File: src/rtl/gpio_in_filter.sv
// GPIO pad input conditioner: per-pin synchronizer plus tick-paced stability filter.
// Filtered levels and one-cycle change pulses go to the GPIO controller.

module gpio_in_filter_lane #(
  parameter int SYNC_STAGE = 2,
  parameter int CNT_WIDTH  = 8
) (
  input  logic                 pclk,
  input  logic                 presetn,
  input  logic                 pad,
  input  logic                 en,
  input  logic                 tick,
  input  logic [CNT_WIDTH-1:0] thresh,
  output logic                 q,
  output logic                 chg
);
  logic [SYNC_STAGE-1:0] sync;
  logic [CNT_WIDTH-1:0]  c, c_nxt;
  logic                  s, q_nxt;

  assign s = sync[SYNC_STAGE-1];

  always_comb begin
    q_nxt = q;
    c_nxt = c;
    if (!en) begin
      q_nxt = s;
      c_nxt = '0;
    end else if (s == q) begin
      c_nxt = '0;
    end else if (tick) begin
      // c stays bounded by thresh, so a lowered thresh accepts on the next tick
      if (c >= thresh) begin
        q_nxt = s;
        c_nxt = '0;
      end else begin
        c_nxt = c + 1'b1;
      end
    end
  end

  always_ff @(posedge pclk or negedge presetn) begin
    if (!presetn) begin
      sync <= '0;
      c    <= '0;
      q    <= 1'b0;
      chg  <= 1'b0;
    end else begin
      sync <= {sync[SYNC_STAGE-2:0], pad};
      c    <= c_nxt;
      q    <= q_nxt;
      chg  <= q_nxt != q;
    end
  end
endmodule

module gpio_in_filter #(
  parameter int PIN_NUM    = 32,
  parameter int SYNC_STAGE = 2,
  parameter int CNT_WIDTH  = 8,
  parameter int DIV_WIDTH  = 16
) (
  input  logic                 pclk,
  input  logic                 presetn,
  input  logic [PIN_NUM-1:0]   gpio_in_i,
  input  logic [PIN_NUM-1:0]   filt_en_i,
  input  logic [DIV_WIDTH-1:0] div_i,
  input  logic [CNT_WIDTH-1:0] thresh_i,
  output logic [PIN_NUM-1:0]   gpio_in_o,
  output logic [PIN_NUM-1:0]   chg_o
);
  logic [DIV_WIDTH-1:0] pcnt;
  logic                 tick;

  // >= rather than == so a lowered div_i ticks at once instead of wrapping
  assign tick = pcnt >= div_i;

  always_ff @(posedge pclk or negedge presetn) begin
    if (!presetn) pcnt <= '0;
    else          pcnt <= tick ? '0 : pcnt + 1'b1;
  end

  for (genvar i = 0; i < PIN_NUM; i++) begin : g_lane
    gpio_in_filter_lane #(
      .SYNC_STAGE(SYNC_STAGE),
      .CNT_WIDTH (CNT_WIDTH)
    ) u_lane (
      .pclk   (pclk),
      .presetn(presetn),
      .pad    (gpio_in_i[i]),
      .en     (filt_en_i[i]),
      .tick   (tick),
      .thresh (thresh_i),
      .q      (gpio_in_o[i]),
      .chg    (chg_o[i])
    );
  end
endmodule

File: config.mk
export PLATFORM = sky130hd
export DESIGN_NAME = gpio_in_filter
export DESIGN_NICKNAME = d
export VERILOG_FILES = /design/src/rtl/gpio_in_filter.sv
export SDC_FILE = /design/constraint.sdc
export NUM_CORES = 1
export LEC_CHECK = 0
export BUFFER_PORTS_ARGS = -buffer_cell sky130_fd_sc_hd__buf_2
export CAP_MARGIN = 5
export CORE_ASPECT_RATIO = 1.5
export CORE_MARGIN = 2
export CORE_UTILIZATION = 35
export CTS_CLUSTER_DIAMETER = 200
export DETAILED_ROUTE_END_ITERATION = 7
export SLEW_MARGIN = 20
export SYNTH_ARGS = -nofsm -noshare
export SYNTH_HDL_FRONTEND = slang
export SYNTH_SLANG_ARGS = --single-unit
export TNS_END_PERCENT = 30
File: constraint.sdc
create_clock -name pclk -period 3.5 [get_ports pclk]
set_input_delay 0 -clock pclk [delete_from_list [all_inputs] [get_ports pclk]]
set_output_delay 0 -clock pclk [all_outputs]
set_load 0.01 [all_outputs]
Word-level counts from Yosys, hierarchy flattened
Cells that the tools add are included.
{ "totals": {"regBits": 400, "in_bits": 90, "output_inout_bits": 64, "word_cells": 548} }
{ "classes": {"add_sub_neg": 33, "order_cmp": 33, "eq_ne": 96, "muxes": 257} }
{ "ops": {"columns": ["op", "count"], "rows": [
  ["$mux 8", 128],
  ["$add 8x1->8 const B", 32],
  ["$ge 8x8->1", 32],
  ["$mux 1", 128],
  ["$ne 3x1->1 const B", 32],
  ["$eq 1x1->1", 32],
  ["$ne 1x1->1", 32],
  ["$add 16x1->16 const B", 1],
  ["$ge 16x16->1", 1],
  ["$mux 16", 1]
]} }

Depth between registers and ports, before layout
{ "depth": {"ltp_word": 6, "mapped_depth": 10, "depth_no_buf": 7} }

Hierarchy
From an unflattened synthesis, not the netlist that was laid out.
{ "hier_totals": {"hier_cells": 2786, "hier_area_um2": 27192.3} }
{ "modules_own_cells": {"columns": ["module", "instances", "cells_per_inst", "area_each_um2", "seq_area_each_um2"], "rows": [
  ["gpio_in_filter_lane at g_lane[0].u_lane ...", 30, 83, 810.8, 300.3],
  ["gpio_in_filter_lane at g_lane[25].u_lane ...", 2, 83, 804.5, 300.3],
  ["gpio_in_filter", 1, 130, 1260.0, 400.4]
]} }

Least setup slack after synthesis
OpenSTA, ideal clock, no wires.
{ "synth_path": {"path_kind": "flip-flop to flip-flop", "start": "register pcnt[0]", "end": "register g_lane[11].u_lane.c[0]", "setup_ns": 0.096, "arrival_time_ns": 2.482, "required_time_ns": 3.404, "slack_ns": 0.922, "path_stages_with_launch": 11, "path_buffers": 3, "synth_period_minus_slack_ns": 2.578, "path_cell_list": "dfrtp_1 inv_1 ha_1 nand2b_1 a2111oi_1 o32a_1 clkbuf_1 clkbuf_1 clkbuf_1 nand4_1 o31ai_1"} }
{ "synth_between": {"elab_chain_cells": 2} }
{ "synth_rtl": {"columns": ["element", "line_no", "rtl"], "rows": [
  ["from (decl)", "72", "logic [DIV_WIDTH-1:0] pcnt;"],
  ["from (signal assigned)", "80", "else pcnt <= tick ? '0 : pcnt + 1'b1;"],
  ["$ge 16x16->1", "76", "assign tick = pcnt >= div_i;"],
  ["$ne 3x1->1 (no source line)", null, null],
  ["to (signal assigned)", "50", "c <= c_nxt;"],
  ["to (decl)", "18", "logic [CNT_WIDTH-1:0] c, c_nxt;"]
]} }
No other way between the ends.
A chain may end at the register's enable or synchronous reset.

Worst setup path after layout
{ "layout_path": {"start": "register pcnt[15]", "end": "register g_lane[5].u_lane.c[5]"} }
{ "layout_between": {"elab_chain_cells": 2} }
{ "layout_rtl": {"columns": ["element", "line_no"], "rows": [
  ["$ge 16x16->1", "76"],
  ["$ne 3x1->1 (no source line)", null],
  ["to (signal assigned)", "50"],
  ["to (decl)", "18"]
]} }
No other way between the ends.

==> results_dict.tcl <==
set metrics [dict create \
    status "completed" \
    cts_setup_buffers 0 \
    timing.fmax_mhz 327.7 \
    fin_nets 3478 \
    htreeDepth 2 \
    clock_sinks 400 \
    cts_hold_buf 80 \
    ys_seq_area_frac 0.3662 \
    gp_congestion 0.8119 \
    fill_cells 7582 \
    wl_mm 78.27 \
    clock_path_buffers 3 \
    die_w_um 232.2 \
    synth-edff-count 0 \
    io_pins 154 \
    synth-simple-area-share 0.1802 \
    syn_nets 3325 \
    cp_slowest_stage_delay_ns 0.60 \
    ys_warn_count 0 \
    synth_top_family_by_area "compound AO/OA/AOI/OAI gates" \
    area_delta_synth_final_pct 16.13 \
    critPathKind "reg -> reg" \
    clk_pin_slew_ns 0.06 \
    drtPass1Iterations 5 \
    coreArea_um2 77420 \
    synth-xor-area-share 0.01474 \
    layout_common_cells "dfrtp_1, ha_1, nand2_1" \
    rows 125 \
    p_total_w 0.01280 \
    leakagePower_nw 14.27 \
    fin_crit_sh 0.8719 \
    start_kind "register" \
    final_common_cell "dfrtp_1" \
    netlist_instances 2930 \
    synthFlopType "dfrtp_1" \
    start_util 0.3531 \
    grt_pass1_vias 24110 \
    critPathMaxFanout 95 \
    avgSynthCellArea_um2 9.329 \
    grtUsageTotal 0.1946 \
    drtAntennaViolNets 0 \
    yosysUniqueCellTypes 61 \
    drv_slew 0 \
    critPathCaptureType "register" \
    grt_max_degree 96 \
    drive_above_1_share 0.1234 \
    cts.repair.resized 0 \
    rsz0062_at_grt "no" \
    tightest_slew_ns 0.8393 \
    syn_area_um2 27330 \
    relSlewSlack 0.4405 \
    synth_fa_ha_area_frac 0.1396 \
    grt_overflow_total 0 \
    finalSetupTns_ns 0 \
    viasPerCell 5.836 \
    drt_iter0_drc 1521 \
    fp.dieH_um 346.3 \
    antenna_found_initial 3 \
    finClkSkew_ns 0.01761 \
    slowest_stage "or4_1" \
    synthMuxAreaShare 0.003296 \
    vdd_drop_max_mv 0.3348 \
    post-route-drc-count 0 \
    finalCriticalPeriod_ns 3.052 \
    cts_buffers 47 \
    worstSkewPairLatency_ns 0.61 \
    drv_cap 0 \
    synth_compound_area_frac 0.2343 \
    synth_area_leaders "dfrtp_1, ha_1, nand2_1" \
    hold_path.class "in -> async" \
    grt_pass1_wl_mm 128.7 \
    root_buffer "clkbuf_16" \
    routed-via-count 24140 \
    synthArstFlopShare 1.000 \
    synth_top_area_share 0.3662 \
    synth_largest_area_cell "dfrtp_1" \
    power.density_nw_per_um2 403.3 \
    portBuffers 153 \
    cp_cell_sequence "ha_1 > nand4_1 > or4_1 > o32ai_4 > buf_12 > o21ai_0 > o32ai_1" \
    crit_required_ns 4.01 \
    seq_area_um2 10010 \
    die_area_um2 80400 \
    cts_tree "yes" \
    setup_viol_count_final 0 \
    multi_input_area_um2 15680 \
    whs_ns 0.02393 \
    hold_viol_final 0 \
    crit_arrival_ns 3.56 \
    wl_per_cell_um 18.92 \
    hpwl_mm 52.36 \
    ys_ff_latch 400 \
]
## kinds of logic after synthesis
logic type               Yosys count
AO/OA/AOI/OAI                    886
XOR/XNOR                          46
adder cells (fa/ha/maj)          305
buffers and inverters            366
flip-flops                       400
multiplexers                       9
AND/OR/NAND/NOR                  918
## report_power, final
| group | total (W) | internal (W) | switching, W |
|---|---|---|---|
| Clock | 0.00531 | 0.00312 | 0.00220 |
| Sequential | 0.00508 | 0.00486 | 0.000225 |
| Combinational | 0.00241 | 0.000841 | 0.00157 |
## per-stage QoR
stage               cells  area [µm²]  worst slack [ns]    util
floorplan            2930       27340            0.9222       -
global placement     3970       29300            0.5454  0.3785
detailed placement   3970       29300            0.5028  0.3785
CTS                  4135       31740            0.5109  0.4100
global route         4137       31740            0.2817  0.4100
finish               4137       31740            0.4485  0.4100
## Yosys cell counts, drive strengths merged (28+ instances only)
cell / n
a21oi: 77
dfrtp: 400
or3: 49
a32o: 66
o21ai: 138
nor3: 54
nor3b: 59
xor2: 35
o211ai: 81
o2111ai: 41
o32ai: 30
o22ai: 117
nand2: 199
inv: 154
a21o: 46
and2: 32
nor2: 83
a31o: 30
nand4: 77
buf: 134
and3: 92
a22oi: 82
nand3: 144
nand3b: 28
a21boi: 34
ha: 305
clkbuf: 78
## flip-flops by register name, indices dropped and copies added, names as in the netlist
signal              cells
g_lane.u_lane.q        32
g_lane.u_lane.chg      32
pcnt                   16
g_lane.u_lane.c       256
g_lane.u_lane.sync     64
## metal layers
| metal | wire length, µm | vias to the layer above | global-route usage |
|---|---|---|---|
| met5 | 12 | - | 0 |
| met4 | 2473 | 2 | 0.06960 |
| met3 | 3167 | 152 | 0.02577 |
| met2 | 38870 | 535 | 0.3408 |
| met1 | 33750 | 11960 | 0.2424 |
| li1 | - | 11490 | - |
## worst paths after layout
path | startpoint | to | slack [ns] | cells past startpoint
worst max-delay path | pcnt[15] | g_lane[5].u_lane.c[5] | 0.45 | 7
worst min-delay path | presetn | g_lane[23].u_lane.c[1] | 0.02 | 2
worst max register to register | pcnt[15] | g_lane[5].u_lane.c[5] | 0.45 | 7
worst min register to register | g_lane[13].u_lane.sync[0] | g_lane[13].u_lane.sync[1] | 0.34 | 0
max in group asynchronous | presetn | g_lane[0].u_lane.q | 2.54 | 3
min in group pclk | gpio_in_i[20] | g_lane[20].u_lane.sync[0] | 0.03 | 2
## area by class of cell
class	count	area share
multi-input combinational	2164	0.4941
sequential	400	0.3153
timing repair buffer	316	0.08072
clock buffer	65	0.04332
tap	1016	0.04005
inverter	154	0.01821
clock inverter	20	0.008159
antenna	2	0.0001577
## worst max-delay path: cells and delay by family (launching register included)
family                     cells  cell delay [ns]
AOI/OAI and AO/OA              3             0.92
and+or+nand+nor                2             0.73
DFF                            1             0.40
buffers and inverters          1             0.39
adders and majority gates      1             0.38
Power figures use the tool's default switching activity.
